[src/rtl/de_bad_detect_pipe_pkg.sv]
// Shared ISA definitions for the decode-stage illegal-instruction detector.
// Holds instruction format bit positions, opcode constants, cause codes and
// the default opcode masks derived from those constants.
package de_bad_detect_pipe_pkg;

  localparam int INST_W  = 64;
  localparam int CAUSE_W = 3;

  // Format decoding: bit 63 clear marks a 16-bit word; otherwise bit 62
  // selects 32-bit (0) or 64-bit (1). Opcode sits in [61:56].
  localparam int FMT_BIT = 63;
  localparam int LEN_BIT = 62;
  localparam int OP_MSB  = 61;
  localparam int OP_LSB  = 56;

  typedef enum logic [CAUSE_W-1:0] {
    CAUSE_NONE     = 3'd0,
    CAUSE_BAD16    = 3'd1,
    CAUSE_RESERVED = 3'd2,
    CAUSE_NEEDS64  = 3'd3,
    CAUSE_FPU_OFF  = 3'd4
  } cause_e;

  // Opcodes that are only meaningful in the 64-bit encoding.
  localparam logic [5:0] OP_JI   = 6'h30;
  localparam logic [5:0] OP_JALI = 6'h31;
  localparam logic [5:0] OP_LUI  = 6'h32;
  localparam logic [5:0] OP_FADD = 6'h38;
  localparam logic [5:0] OP_FSUB = 6'h39;
  localparam logic [5:0] OP_FMUL = 6'h3A;
  localparam logic [5:0] OP_FDIV = 6'h3B;

  localparam logic [63:0] BAD_MASK_DEF = 64'h0000_080C_0FF0_080C;

  localparam logic [63:0] FPU_MASK_DEF =
      (64'd1 << OP_FADD) | (64'd1 << OP_FSUB) |
      (64'd1 << OP_FMUL) | (64'd1 << OP_FDIV);

  localparam logic [63:0] LONG_ONLY_MASK_DEF =
      FPU_MASK_DEF | (64'd1 << OP_LUI) | (64'd1 << OP_JALI) | (64'd1 << OP_JI);

endpackage

[src/rtl/de_bad_classify.sv]
// Combinational single-lane instruction classifier.
// Ports:
//   inst_hi_i  - instruction bits [63:56] (format bits + opcode)
//   fpu_en_i   - FPU enable
//   cause_o    - cause code (0 = legal)
module de_bad_classify
  import de_bad_detect_pipe_pkg::*;
#(
  parameter logic [63:0] BAD_MASK       = BAD_MASK_DEF,
  parameter logic [63:0] LONG_ONLY_MASK = LONG_ONLY_MASK_DEF,
  parameter logic [63:0] FPU_MASK       = FPU_MASK_DEF
) (
  input  logic [7:0]         inst_hi_i,
  input  logic               fpu_en_i,
  output logic [CAUSE_W-1:0] cause_o
);

  logic [5:0] op;
  cause_e     cause;

  assign op = inst_hi_i[5:0];

  // Checks are ordered so the highest-priority cause wins.
  always_comb begin
    cause = CAUSE_NONE;
    if (!inst_hi_i[FMT_BIT-56]) begin
      // 16-bit word: only the all-ones sub-format field is illegal.
      if (inst_hi_i[LEN_BIT-56 -: 3] == 3'h7) begin
        cause = CAUSE_BAD16;
      end
    end else if (BAD_MASK[op]) begin
      cause = CAUSE_RESERVED;
    end else if (!inst_hi_i[LEN_BIT-56] && LONG_ONLY_MASK[op]) begin
      cause = CAUSE_NEEDS64;
    end else if (FPU_MASK[op] && !fpu_en_i) begin
      cause = CAUSE_FPU_OFF;
    end
  end

  assign cause_o = cause;

endmodule

[src/rtl/de_bad_detect_pipe.sv]
// Registered illegal-instruction detector for the decode stage.
// Classifies LANES instruction words per accepted bundle, registers them in
// a single valid/ready stage, captures the first faulting word and keeps a
// saturating count of illegal lanes.
// Ports:
//   clk, rst_n            - clock, asynchronous active-low reset
//   inValid/inReady       - input handshake; inLaneValid per-lane occupancy
//   instIn, fpuEn         - instruction words and FPU enable
//   outValid/outReady     - output handshake
//   outLaneValid, instOut - registered lane-valid bits and words
//   badOpcode, badCause   - per-lane illegal flag and cause
//   faultValid/Inst/Cause - sticky first-fault capture; faultClr clears it
//   badCount              - saturating illegal-lane counter
module de_bad_detect_pipe
  import de_bad_detect_pipe_pkg::*;
#(
  parameter int          LANES          = 1,
  parameter int          CNT_W          = 16,
  parameter logic [63:0] BAD_MASK       = BAD_MASK_DEF,
  parameter logic [63:0] LONG_ONLY_MASK = LONG_ONLY_MASK_DEF,
  parameter logic [63:0] FPU_MASK       = FPU_MASK_DEF
) (
  input  logic                    clk,
  input  logic                    rst_n,
  input  logic                    inValid,
  output logic                    inReady,
  input  logic [LANES-1:0]        inLaneValid,
  input  logic [64*LANES-1:0]     instIn,
  input  logic                    fpuEn,
  output logic                    outValid,
  input  logic                    outReady,
  output logic [LANES-1:0]        outLaneValid,
  output logic [64*LANES-1:0]     instOut,
  output logic [LANES-1:0]        badOpcode,
  output logic [3*LANES-1:0]      badCause,
  output logic                    faultValid,
  output logic [63:0]             faultInst,
  output logic [2:0]              faultCause,
  input  logic                    faultClr,
  output logic [CNT_W-1:0]        badCount
);

  localparam logic [CNT_W-1:0] CNT_MAX = '1;

  logic                   acc;
  logic [3*LANES-1:0]     lane_cause;
  logic [LANES-1:0]       lane_bad;
  logic [63:0]            cap_inst;
  logic [2:0]             cap_cause;
  logic                   capture;
  logic [2:0]             bad_pop;
  logic [CNT_W+2:0]       cnt_sum;

  logic                   out_valid_q, out_valid_d;
  logic [LANES-1:0]       lane_valid_q, lane_valid_d;
  logic [64*LANES-1:0]    inst_q, inst_d;
  logic [LANES-1:0]       bad_q, bad_d;
  logic [3*LANES-1:0]     cause_q, cause_d;
  logic                   fault_valid_q, fault_valid_d;
  logic [63:0]            fault_inst_q, fault_inst_d;
  logic [2:0]             fault_cause_q, fault_cause_d;
  logic [CNT_W-1:0]       cnt_q, cnt_d;

  // Ready depends only on the output stage, never on inValid.
  assign inReady = ~out_valid_q | outReady;
  assign acc     = inValid & inReady;

  for (genvar gi = 0; gi < LANES; gi++) begin : g_lane
    logic [2:0] raw_cause;

    de_bad_classify #(
      .BAD_MASK       (BAD_MASK),
      .LONG_ONLY_MASK (LONG_ONLY_MASK),
      .FPU_MASK       (FPU_MASK)
    ) u_classify (
      .inst_hi_i (instIn[64*gi+56 +: 8]),
      .fpu_en_i  (fpuEn),
      .cause_o   (raw_cause)
    );

    // Empty lanes never report a fault, whatever their contents.
    assign lane_cause[3*gi +: 3] = inLaneValid[gi] ? raw_cause : 3'd0;
    assign lane_bad[gi]          = |raw_cause & inLaneValid[gi];
  end

  // Scan from the top lane down so the lowest-index bad lane ends up selected.
  always_comb begin
    cap_inst  = '0;
    cap_cause = '0;
    bad_pop   = '0;
    for (int i = LANES - 1; i >= 0; i--) begin
      if (lane_bad[i]) begin
        cap_inst  = instIn[64*i +: 64];
        cap_cause = lane_cause[3*i +: 3];
      end
      bad_pop = bad_pop + {2'b00, lane_bad[i]};
    end
  end

  // Extra headroom bits so the sum cannot wrap before the clamp.
  assign cnt_sum = {3'b000, cnt_q} + {{CNT_W{1'b0}}, bad_pop};

  assign capture = acc & (|lane_bad) & (~fault_valid_q | faultClr);

  always_comb begin
    out_valid_d   = out_valid_q;
    lane_valid_d  = lane_valid_q;
    inst_d        = inst_q;
    bad_d         = bad_q;
    cause_d       = cause_q;
    fault_valid_d = fault_valid_q;
    fault_inst_d  = fault_inst_q;
    fault_cause_d = fault_cause_q;
    cnt_d         = cnt_q;

    if (acc) begin
      out_valid_d  = 1'b1;
      lane_valid_d = inLaneValid;
      inst_d       = instIn;
      bad_d        = lane_bad;
      cause_d      = lane_cause;
      cnt_d        = (cnt_sum > {3'b000, CNT_MAX}) ? CNT_MAX : cnt_sum[CNT_W-1:0];
    end else if (outReady) begin
      out_valid_d = 1'b0;
    end

    // A new capture takes precedence over a clear in the same cycle.
    if (capture) begin
      fault_valid_d = 1'b1;
      fault_inst_d  = cap_inst;
      fault_cause_d = cap_cause;
    end else if (faultClr) begin
      fault_valid_d = 1'b0;
    end
  end

  always_ff @(posedge clk or negedge rst_n) begin
    if (!rst_n) begin
      out_valid_q   <= 1'b0;
      lane_valid_q  <= '0;
      inst_q        <= '0;
      bad_q         <= '0;
      cause_q       <= '0;
      fault_valid_q <= 1'b0;
      fault_inst_q  <= '0;
      fault_cause_q <= '0;
      cnt_q         <= '0;
    end else begin
      out_valid_q   <= out_valid_d;
      lane_valid_q  <= lane_valid_d;
      inst_q        <= inst_d;
      bad_q         <= bad_d;
      cause_q       <= cause_d;
      fault_valid_q <= fault_valid_d;
      fault_inst_q  <= fault_inst_d;
      fault_cause_q <= fault_cause_d;
      cnt_q         <= cnt_d;
    end
  end

  assign outValid     = out_valid_q;
  assign outLaneValid = lane_valid_q;
  assign instOut      = inst_q;
  assign badOpcode    = bad_q;
  assign badCause     = cause_q;
  assign faultValid   = fault_valid_q;
  assign faultInst    = fault_inst_q;
  assign faultCause   = fault_cause_q;
  assign badCount     = cnt_q;

endmodule

[config.mk]
export PLATFORM = sky130hd
export DESIGN_NAME = de_bad_detect_pipe
export DESIGN_NICKNAME = d
export VERILOG_FILES = /design/src/rtl/de_bad_detect_pipe_pkg.sv /design/src/rtl/de_bad_classify.sv /design/src/rtl/de_bad_detect_pipe.sv
export SDC_FILE = /design/constraint.sdc
export NUM_CORES = 1
export LEC_CHECK = 0
export CAP_MARGIN = 20
export CORE_ASPECT_RATIO = 0.7
export CORE_MARGIN = 1
export CORE_UTILIZATION = 46
export CTS_BUF_LIST = sky130_fd_sc_hd__clkbuf_4 sky130_fd_sc_hd__clkbuf_8
export DETAILED_ROUTE_END_ITERATION = 12
export PLACE_DENSITY = 0.81
export RECOVER_POWER = 25
export SLEW_MARGIN = 30
export SYNTH_ARGS = -nofsm -noshare
export SYNTH_HDL_FRONTEND = slang
export SYNTH_SLANG_ARGS = --single-unit
[constraint.sdc]
create_clock -name clk -period 2.7 [get_ports clk]
set_input_delay 0.27 -clock clk [delete_from_list [all_inputs] [get_ports clk]]
set_output_delay 0.27 -clock clk [all_outputs]
set_load 0.02 [all_outputs]
## Yosys cells after proc, flatten, opt, wreduce, memory -nomap -nowiden

Memories as Yosys holds them, arrays and structs flattened.
Index checks and enable logic that the tools add are counted.

| storage, ports and cells | value |
|---|---|
| memories | 3 |
| output and inout port bits | 155 |
| bits of input ports | 71 |
| bits in read-only memories | 192 |
| flip-flop bits (word level) | 154 |
| logic and storage cells | 47 |

Memories:

| name | depth | width | rd ports | clocked after memory_dff | wr ports | RTL line | source |
|---|---|---|---|---|---|---|---|
| (no name shown) | 64 | 1 | 1 | 0 | 0 | de_bad_classify.sv:33 | `end else if (!inst_hi_i[LEN_BIT-56] && LONG_ONLY_MASK[op]) begin` |
| (no name shown) | 64 | 1 | 1 | 0 | 0 | de_bad_classify.sv:31 | `end else if (BAD_MASK[op]) begin` |
| (no name shown) | 64 | 1 | 1 | 0 | 0 | de_bad_classify.sv:35 | `end else if (FPU_MASK[op] && !fpu_en_i) begin` |

| cells by class | value |
|---|---|
| $add $sub $neg | 1 |
| reduce and logical (&&, ||, !) cells | 7 |
| $lt $le $gt $ge | 2 |
| muxes and demuxes | 16 |
| bitwise operators | 8 |
| equality and inequality tests | 1 |

Operators by type and width:

| cell | count |
|---|---|
| 64-bit two-way mux | 1 |
| 3-bit two-way mux | 6 |
| 16-bit by 1-bit adder with 17-bit output | 1 |
| 17-bit by 16-bit greater-than comparator with 1-bit output, second input constant | 1 |
| 16-bit two-way mux | 1 |
| 1-bit two-way mux | 8 |
| 6-bit by 7-bit < comparator with 1-bit output, second input constant | 1 |
| 1-bit AND | 4 |
| 2-bit nonzero test | 2 |
| 3-bit equality test, second input constant | 1 |
| 3-bit OR reduction | 1 |
| 1-bit logical AND | 2 |
| 1-bit zero test | 2 |
| 1-bit inverter | 2 |
| 1-bit bitwise OR | 2 |

## Logic depth before layout (Yosys ltp)

Gate-level depths: netlist (run 1).

| logic depth | value |
|---|---|
| depth after elaboration | 12 |
| gate-level depth with buffers | 15 |
| gate-level depth less buffers | 14 |

## Modules after synthesis

From an unflattened synthesis (run 1), not the netlist that was laid out.

| second synthesis, totals | value |
|---|---|
| cells, all modules | 411 |
| area total of the unflattened synthesis | 6,090.8 um^2 |

Modules (own cells, without submodules):

| module | seq. area each (um^2) | area each (um^2) | instances | cells an instance |
|---|---|---|---|---|
| de_bad_detect_pipe | 3,853.7 | 5,985.7 | 1 | 396 |
| de_bad_classify | 0.0 | 105.1 | 1 | 15 |

## Least setup slack after synthesis (run 1)

No wires, ideal clock.

| timing | value |
|---|---|
| path kind | in2reg |
| start | in instIn[58] |
| end | reg cnt_q[12], in the netlist badCount[12] |
| required time | 2,621 ps |
| setup slack | -87 ps |
| stages on the path | 15 |
| arrival | 2,708 ps |
| library setup time | 79 ps |
| path buffers | 1 |
| cells stage by stage | inv_1 -> ha_1 -> o21ai_0 -> a31oi_1 -> nor2_1 -> a21oi_1 -> nor2b_1 -> ha_1 -> ha_1 -> and3_1 -> and4_1 -> clkbuf_1 -> and3_1 -> and3_1 -> mux2i_1 |

| on the way | value |
|---|---|
| word-level cells in the longest chain between the ends | 12 |
| elaborated cells on any way between the ends | 17 |
| classes of those cells | add/sub (1); order compare (1); mux (8); bitwise (1); reduce/logical (3); memory (3) |

Ends and longest elaborated chain:

| element | RTL line | source |
|---|---|---|
| from (decl) | de_bad_detect_pipe.sv:28 | `input logic [64*LANES-1:0] instIn,` |
| memory read 64 x 1 bit | n/a |  |
| 1-bit two-way mux (implied by the code) | de_bad_classify.sv:35 |  |
| 1-bit logical AND | de_bad_classify.sv:35 |  |
| 3-bit two-way mux | de_bad_classify.sv:35 |  |
| 3-bit two-way mux | de_bad_classify.sv:33 |  |
| 3-bit two-way mux (*) | de_bad_classify.sv:31 |  |
| 3-bit two-way mux (*) | de_bad_classify.sv:26 | `if (!inst_hi_i[FMT_BIT-56]) begin` |
| 3-bit OR reduction (*) | de_bad_detect_pipe.sv:83 | `assign lane_bad[gi] = \|raw_cause & inLaneValid[gi];` |
| 1-bit AND (*) | de_bad_detect_pipe.sv:83 |  |
| net lane_bad | de_bad_detect_pipe.sv:47 | `logic [LANES-1:0] lane_bad;` |
| 16-bit by 1-bit adder with 17-bit output (*) | de_bad_detect_pipe.sv:101 | `assign cnt_sum = {3'b000, cnt_q} + {{CNT_W{1'b0}}, bad_pop};` |
| 17-bit by 16-bit greater-than comparator with 1-bit output | de_bad_detect_pipe.sv:122 | `cnt_d = (cnt_sum > {3'b000, CNT_MAX}) ? CNT_MAX : cnt_sum[CNT_W-1:0];` |
| 16-bit two-way mux (*) | de_bad_detect_pipe.sv:122 |  |
| to (signal assigned) | de_bad_detect_pipe.sv:157 | `cnt_q <= cnt_d;` |
| to (decl) | de_bad_detect_pipe.sv:62 | `logic [CNT_W-1:0] cnt_q, cnt_d;` |

Mark *: on every way through the listed nets, which the timed path passes. The rest lies on a longest branch. The select of a mux whose other input is x is not followed.
A chain may end at the register's enable or synchronous reset.

## Worst setup path after layout (run 1)

| timing | value |
|---|---|
| start | in instIn[60] |
| end | reg cnt_q[12], in the netlist badCount[12] |

| on the way | value |
|---|---|
| word-level cells in the longest chain between the ends | 12 |
| elaborated cells on any way between the ends | 19 |
| classes of those cells | add/sub (1); order compare (1); eq/ne (1); mux (9); bitwise (1); reduce/logical (3); memory (3) |

Ends and longest elaborated chain:

| element | RTL line |
|---|---|
| memory read 64 x 1 bit | n/a |
| 1-bit two-way mux (implied by the code) | de_bad_classify.sv:35 |
| 1-bit logical AND | de_bad_classify.sv:35 |
| 3-bit two-way mux | de_bad_classify.sv:35 |
| 3-bit two-way mux | de_bad_classify.sv:33 |
| 3-bit two-way mux | de_bad_classify.sv:31 |
| 3-bit two-way mux (*) | de_bad_classify.sv:26 |
| 3-bit OR reduction (*) | de_bad_detect_pipe.sv:83 |
| 1-bit AND (*) | de_bad_detect_pipe.sv:83 |
| net lane_bad | de_bad_detect_pipe.sv:47 |
| 16-bit by 1-bit adder with 17-bit output (*) | de_bad_detect_pipe.sv:101 |
| 17-bit by 16-bit greater-than comparator with 1-bit output | de_bad_detect_pipe.sv:122 |
| 16-bit two-way mux (*) | de_bad_detect_pipe.sv:122 |

Marked as above.

==> results.toml, run 1 <==
[synthesis]
synth_area_um2 = 6080
ys_seq_elements = 154
synth_top_area_share_pct = 63.4
synth_cell_types = 34
netlist_instances = 534
ys_seq_area_share_pct = 63.4
syn_area_per_cell_um2 = 11.4
yosys-top-cells-area = "dfrtp_1, nand2_1, mux2_1, mux2_2, and3_1"
synth.largest_area_cell = "dfrtp_1"
synthesis.nets = 608
yosysWarnings = 0

[setup_path]
critical_path_class = "input pin to register"
start_kind = "input pin"
cp.arrival_ns = 2.88
r2r_cells = 7
reg2reg_slack_ns = 0.57
worstPathMaxFanout = 4
r2r_start = "outValid"
worstSetupEndpointType = "register"
cp.required_ns = 3.06
reg2reg_to = "faultInst[16]"

[timing]
fmax_mhz = 397
finClkSkew_ns = 0.0130
tightest_slew_ns = 1.34
slew_violations = 0
rsz0062_at_grt = "false"
hold_violations = 0
worst_slack_ns = 0.184
fin_crit_sh_pct = 93.2
period_minus_slack_ns = 2.52
setup-violations-final = 0
slew_headroom_pct = 10.8

[placement]
gp_congestion = 0.871
numPortBuffers = 225
dp_slack_ns = -0.420
dpl.hpwl_mm = 12.1

[routing]
routed_wl_mm = 16.7
drtPass1Iterations = 4
drc = 0
via_per_inst = 5.09
vias = 4904
wl_per_cell_um = 17.3
ant_nets = 0
drtIter0Drc = 181

[final_layout]
final_common_cell = "clkdlybuf4s50_1"
fin_nets = 863
mostFrequentLayoutCells = "clkdlybuf4s50_1, nand2_1, dfrtp_1"
drive_gt1_share_pct = 11.2
fillCellCount = 894
synthToLayoutAreaGrowth_pct = 50.3
final_core_util_pct = 72.4

[grt]
antenna_found_initial = 1
grt_pass1_wl_mm = 27.0
grt_max_degree = 58
grt_use_total_pct = 25.6
grt_pass1_vias = 5238
grt-ovfl-total = 0

[floorplan]
die-area_um2 = 13700
die_w_um = 139
core_um2 = 12600
pin_count = 226
die_h_um = 98.2
rows = 34
start_util_pct = 48.1

[power_and_ir_drop]
max-vdd-ir-drop_mv = 0.487
powerDensity_nw_per_um2 = 762
cellLeakagePower_uw = 0.00427

[flow_run]
max-cap-violations = 0

[clock_tree]
cts_buffers = 17
root_buffer = "clkbuf_8"
clock_latency_ns = 0.43
cts_max_level = 4
clockBufferDepth = 2
cts.sinks = 154
cts_tree = "done"
clk_pin_slew_worst_paths_ns = 0.09

[hold_path]
worstHoldPathCells = 2
hold-path-endpoint = "faultInst[59]"
holdCritStartpoint = "instIn[59]"
worstHoldPathType = "input pin to register"

[outcome]
status = "finished, final reports clean"
worst max-delay path, stage by stage:
cell and delay [ns]:
clkdlybuf4s50_1 0.54, buf_4 0.15, nand2_1 0.06, o21ai_0 0.30, a21oi_2 0.08, nor2b_1 0.14, ha_2 0.20, ha_2 0.18
and3_4 0.19, and4_4 0.23, and3_4 0.19, and3_1 0.18, mux2i_1 0.17
area by class of cell:
| cell class | count | area (um^2) | area share [%] |
|---|---|---|---|
| diodes | 1 | 2.50 | 0.0274 |
| clock buffers | 21 | 283 | 3.09 |
| clock inverters | 10 | 118 | 1.29 |
| inverters | 6 | 22.5 | 0.246 |
| multi-input cells | 351 | 2120 | 23.2 |
| flip-flops and latches | 154 | 3850 | 42.2 |
| well taps | 162 | 203 | 2.22 |
| repair buffers | 259 | 2540 | 27.8 |
what timing repair did:
| item | 4_1_cts | 5_1_grt |
|---|---|---|
| endpoints found under the hold margin | 52 | 0 |
| setup endpoints to repair | 3 | 15 |
| hold buffers | 1 | 0 |
| resized for setup | 1 | 10 |
| pin swaps | 0 | 2 |
| setup buffers | 0 | 2 |
Yosys cell counts:
cell / n
a21oi_1: 5
a22o_1: 1
a31oi_1: 5
and2_1: 1
and3_1: 10
and4_1: 2
buf_1: 2
buf_4: 6
clkbuf_1: 15
dfrtp_1: 154
ha_1: 3
inv_1: 5
inv_2: 1
mux2_1: 59
mux2_2: 11
mux2i_1: 2
nand2_1: 197
nand2b_1: 3
nand3_1: 6
nand3b_1: 2
nand4_1: 4
nand4b_1: 1
nor2_1: 9
nor2b_1: 2
nor2b_4: 1
nor4_2: 1
o21ai_0: 12
o21ai_4: 1
o21ba_2: 1
o21bai_1: 1
o2bb2ai_1: 2
o31ai_1: 1
xnor2_1: 3
xor2_1: 5
registers in the layout, indices dropped and copies added (netlist names):
register / flops
outLaneValid: 1
badOpcode: 1
faultValid: 1
badCount: 16
faultInst: 64
outValid: 1
instOut: 64
faultCause: 3
badCause: 3
worst max-delay path by stage:
stage	startpoint	to	cells after the start
after floorplan	instIn[58]	badCount[12]	15
after global placement	instIn[58]	badCount[12]	15
after detailed placement	instIn[58]	badCount[9]	16
after CTS	instIn[58]	badCount[9]	16
after global routing	instIn[62]	badCount[12]	13
final	instIn[60]	badCount[12]	13
metrics by stage:
stage | setup TNS (ns) | total power, uW | hold slack [ns] | cells | instance area (um^2)
after floorplan | 0 | 3970 | -0.0256 | 534 | 6080
after global placement | -4.88 | 5190 | 0.256 | 929 | 8720
after detailed placement | -6.12 | 5270 | 0.260 | 929 | 8720
after CTS | 0 | 7020 | 0.359 | 961 | 9140
after global routing | 0 | 7280 | 0.188 | 964 | 9140
final | 0 | 6970 | 0.189 | 964 | 9140
logic make-up after synthesis:
logic type      share of synthesized area (%)
simple gates                             16.4
xor+xnor                                 1.15
flops                                    63.4
compound gates                           3.02
buf+inv                                  2.16
mux                                      13.3
fa+ha+maj                               0.617
report_power, final:
| part | internal (uW) | switching (uW) |
|---|---|---|
| combinational | 1100 | 1110 |
| sequential | 2740 | 265 |
| clock | 902 | 851 |
per-layer routing:
layer / vias up / track usage (%) / wire, um
li1: 2275 / - / -
met1: 2428 / 31.8 / 6980
met2: 182 / 41.2 / 7890
met3: 19 / 10.5 / 1540
met4: 0 / 7.52 / 242
met5: - / 0 / 0
(Power assumes the default switching activity.)
==> inputs of run 2 (changes only) <==
--- a/config.mk
+++ b/config.mk
@@ -7,7 +7,7 @@
 export LEC_CHECK = 0
 export CAP_MARGIN = 20
 export CORE_ASPECT_RATIO = 0.7
-export CORE_MARGIN = 1
+export CORE_MARGIN = 2
 export CORE_UTILIZATION = 46
 export CTS_BUF_LIST = sky130_fd_sc_hd__clkbuf_4 sky130_fd_sc_hd__clkbuf_8
 export DETAILED_ROUTE_END_ITERATION = 12
==> results.toml, run 2 (synthesis gave the netlist of run 1 again) <==
[timing]
finClkSkew_ns = 0.0166
rsz0062_at_grt = "false"
fin_crit_sh_pct = 94.4
setup_tns_ns = 0
slew_violations = 60
tightest_slew_ns = 1.51
slew_headroom_pct = -0.683
setup-violations-final = 0
fmax_mhz = 392
hold_violations = 0
period_minus_slack_ns = 2.55

[floorplan]
die_h_um = 100
die_w_um = 141
die-area_um2 = 14200
pin_count = 226
start_util_pct = 46.6
rows = 35
core_um2 = 13100

[grt]
grt_pass1_wl_mm = 26.0
grt_use_total_pct = 23.7
antenna_found_initial = 0
grt-ovfl-total = 0
grt_pass1_vias = 5039
grt_max_degree = 61

[outcome]
violations = "capacitance limit, slew limit"
status = "finished, violations left"

[final_layout]
synthToLayoutAreaGrowth_pct = 50.3
fin_nets = 862
final_core_util_pct = 70.0
antenna_cells = 0
final_common_cell = "clkdlybuf4s50_1"
drive_gt1_share_pct = 11.2
fillCellCount = 961
mostFrequentLayoutCells = "clkdlybuf4s50_1, nand2_1, dfrtp_1"

[clock_tree]
cts_tree = "done"
cts_buffers = 17
cts_max_level = 4
clockBufferDepth = 2
cts.sinks = 154
clock_latency_ns = 0.43
root_buffer = "clkbuf_8"
clk_pin_slew_worst_paths_ns = 0.08

[routing]
vias = 4877
drc = 0
wl_per_cell_um = 16.7
routed_wl_mm = 16.2
drtIter0Drc = 242
ant_nets = 0
drtPass1Iterations = 4
via_per_inst = 5.04

[power_and_ir_drop]
max-vdd-ir-drop_mv = 0.524
cellLeakagePower_uw = 0.00425
powerDensity_nw_per_um2 = 758

[placement]
gp_congestion = 0.799
dpl.hpwl_mm = 11.8
numPortBuffers = 225

[setup_path]
cp.required_ns = 3.04
worstSetupEndpointType = "register"
crit_start = "instIn[59]"
crit_end = "badCount[14]"
reg2reg_slack_ns = 0.42
r2r_cells = 7
start_kind = "input pin"
r2r_start = "outValid"
reg2reg_to = "faultInst[55]"
cp.arrival_ns = 2.89
critical_path_class = "input pin to register"
worstPathMaxFanout = 7

[flow_run]
max-cap-violations = 1

[hold_path]
worstHoldPathType = "input pin to register"
==> run 2: changes by cell type in the layout (fill, tap and decap cells not counted), sizes merged <==
cell / delta
diode: -1
clkdlybuf4s50: +1
buf: -1
inv: +2
clkbuf: -1
clkinv: -1
clkinvlp: +1
dlymetal6s2s: -1
==> run 2: what timing repair did <==
item	CTS	global route
hold buffers	1	0
setup buffers	0	1
gates resized for setup	0	11
setup endpoints to repair	0	15
endpoints found under the hold margin	57	0
==> run 2: per-layer routing <==
layer  up-vias  track usage [%]  share of wire, %
li1       2268                -                 -
met1      2420             29.2                42
met2       168             39.1                48
met3        21             9.26               8.7
met4         0             7.46               1.7
met5         -                0                 0
==> run 2: how the worst min path moves through the flow <==
| stage | start | cells past startpoint | end |
|---|---|---|---|
| after floorplan | rst_n | 0 | badCause[0] |
| after global placement | rst_n | 1 | faultInst[40] |
| after detailed placement | rst_n | 1 | faultInst[40] |
| after CTS | instIn[31] | 3 | instOut[31] |
| after global routing | instIn[58] | 3 | instOut[58] |
| final | instIn[58] | 3 | instOut[58] |
==> run 2: where the power goes <==
part	internal, uW	switching, uW
logic	1100	1100
clock network	863	878
registers	2740	248
total	4700	2230
==> run 2: cell type report <==
class,instances,area [um^2],area share [%]
flip-flops and latches,154,3850,42.2
repair buffers,258,2520,27.6
multi-input cells,351,2130,23.3
clock buffers,20,256,2.81
well taps,166,208,2.27
clock inverters,12,141,1.55
inverters,6,22.5,0.246
==> run 2: stage by stage <==
step	cells	area (um^2)	worst slack [ns]	hold slack, ns	total power, uW
global placement	933	8700	-0.372	0.273	5180
global route	967	9140	0.0386	0.190	7280
floorplan	534	6080	0.0138	-0.0256	3970
detailed placement	933	8700	-0.429	0.279	5240
finish	967	9140	0.152	0.180	6930
CTS	966	9110	0.0289	0.350	7000
==> run 2: critical path, cell delays in order <==
cell and delay (ns):
clkdlybuf4s50_1 0.51, ha_1 0.24, o21ai_1 0.12, a31oi_1 0.07, nor2_2 0.17, a21oi_2 0.08, nor2b_1 0.14, ha_2 0.22
ha_4 0.14, and3_4 0.18, and4_4 0.23, buf_6 0.12, and3_4 0.18, nor2_1 0.04, a31oi_1 0.17
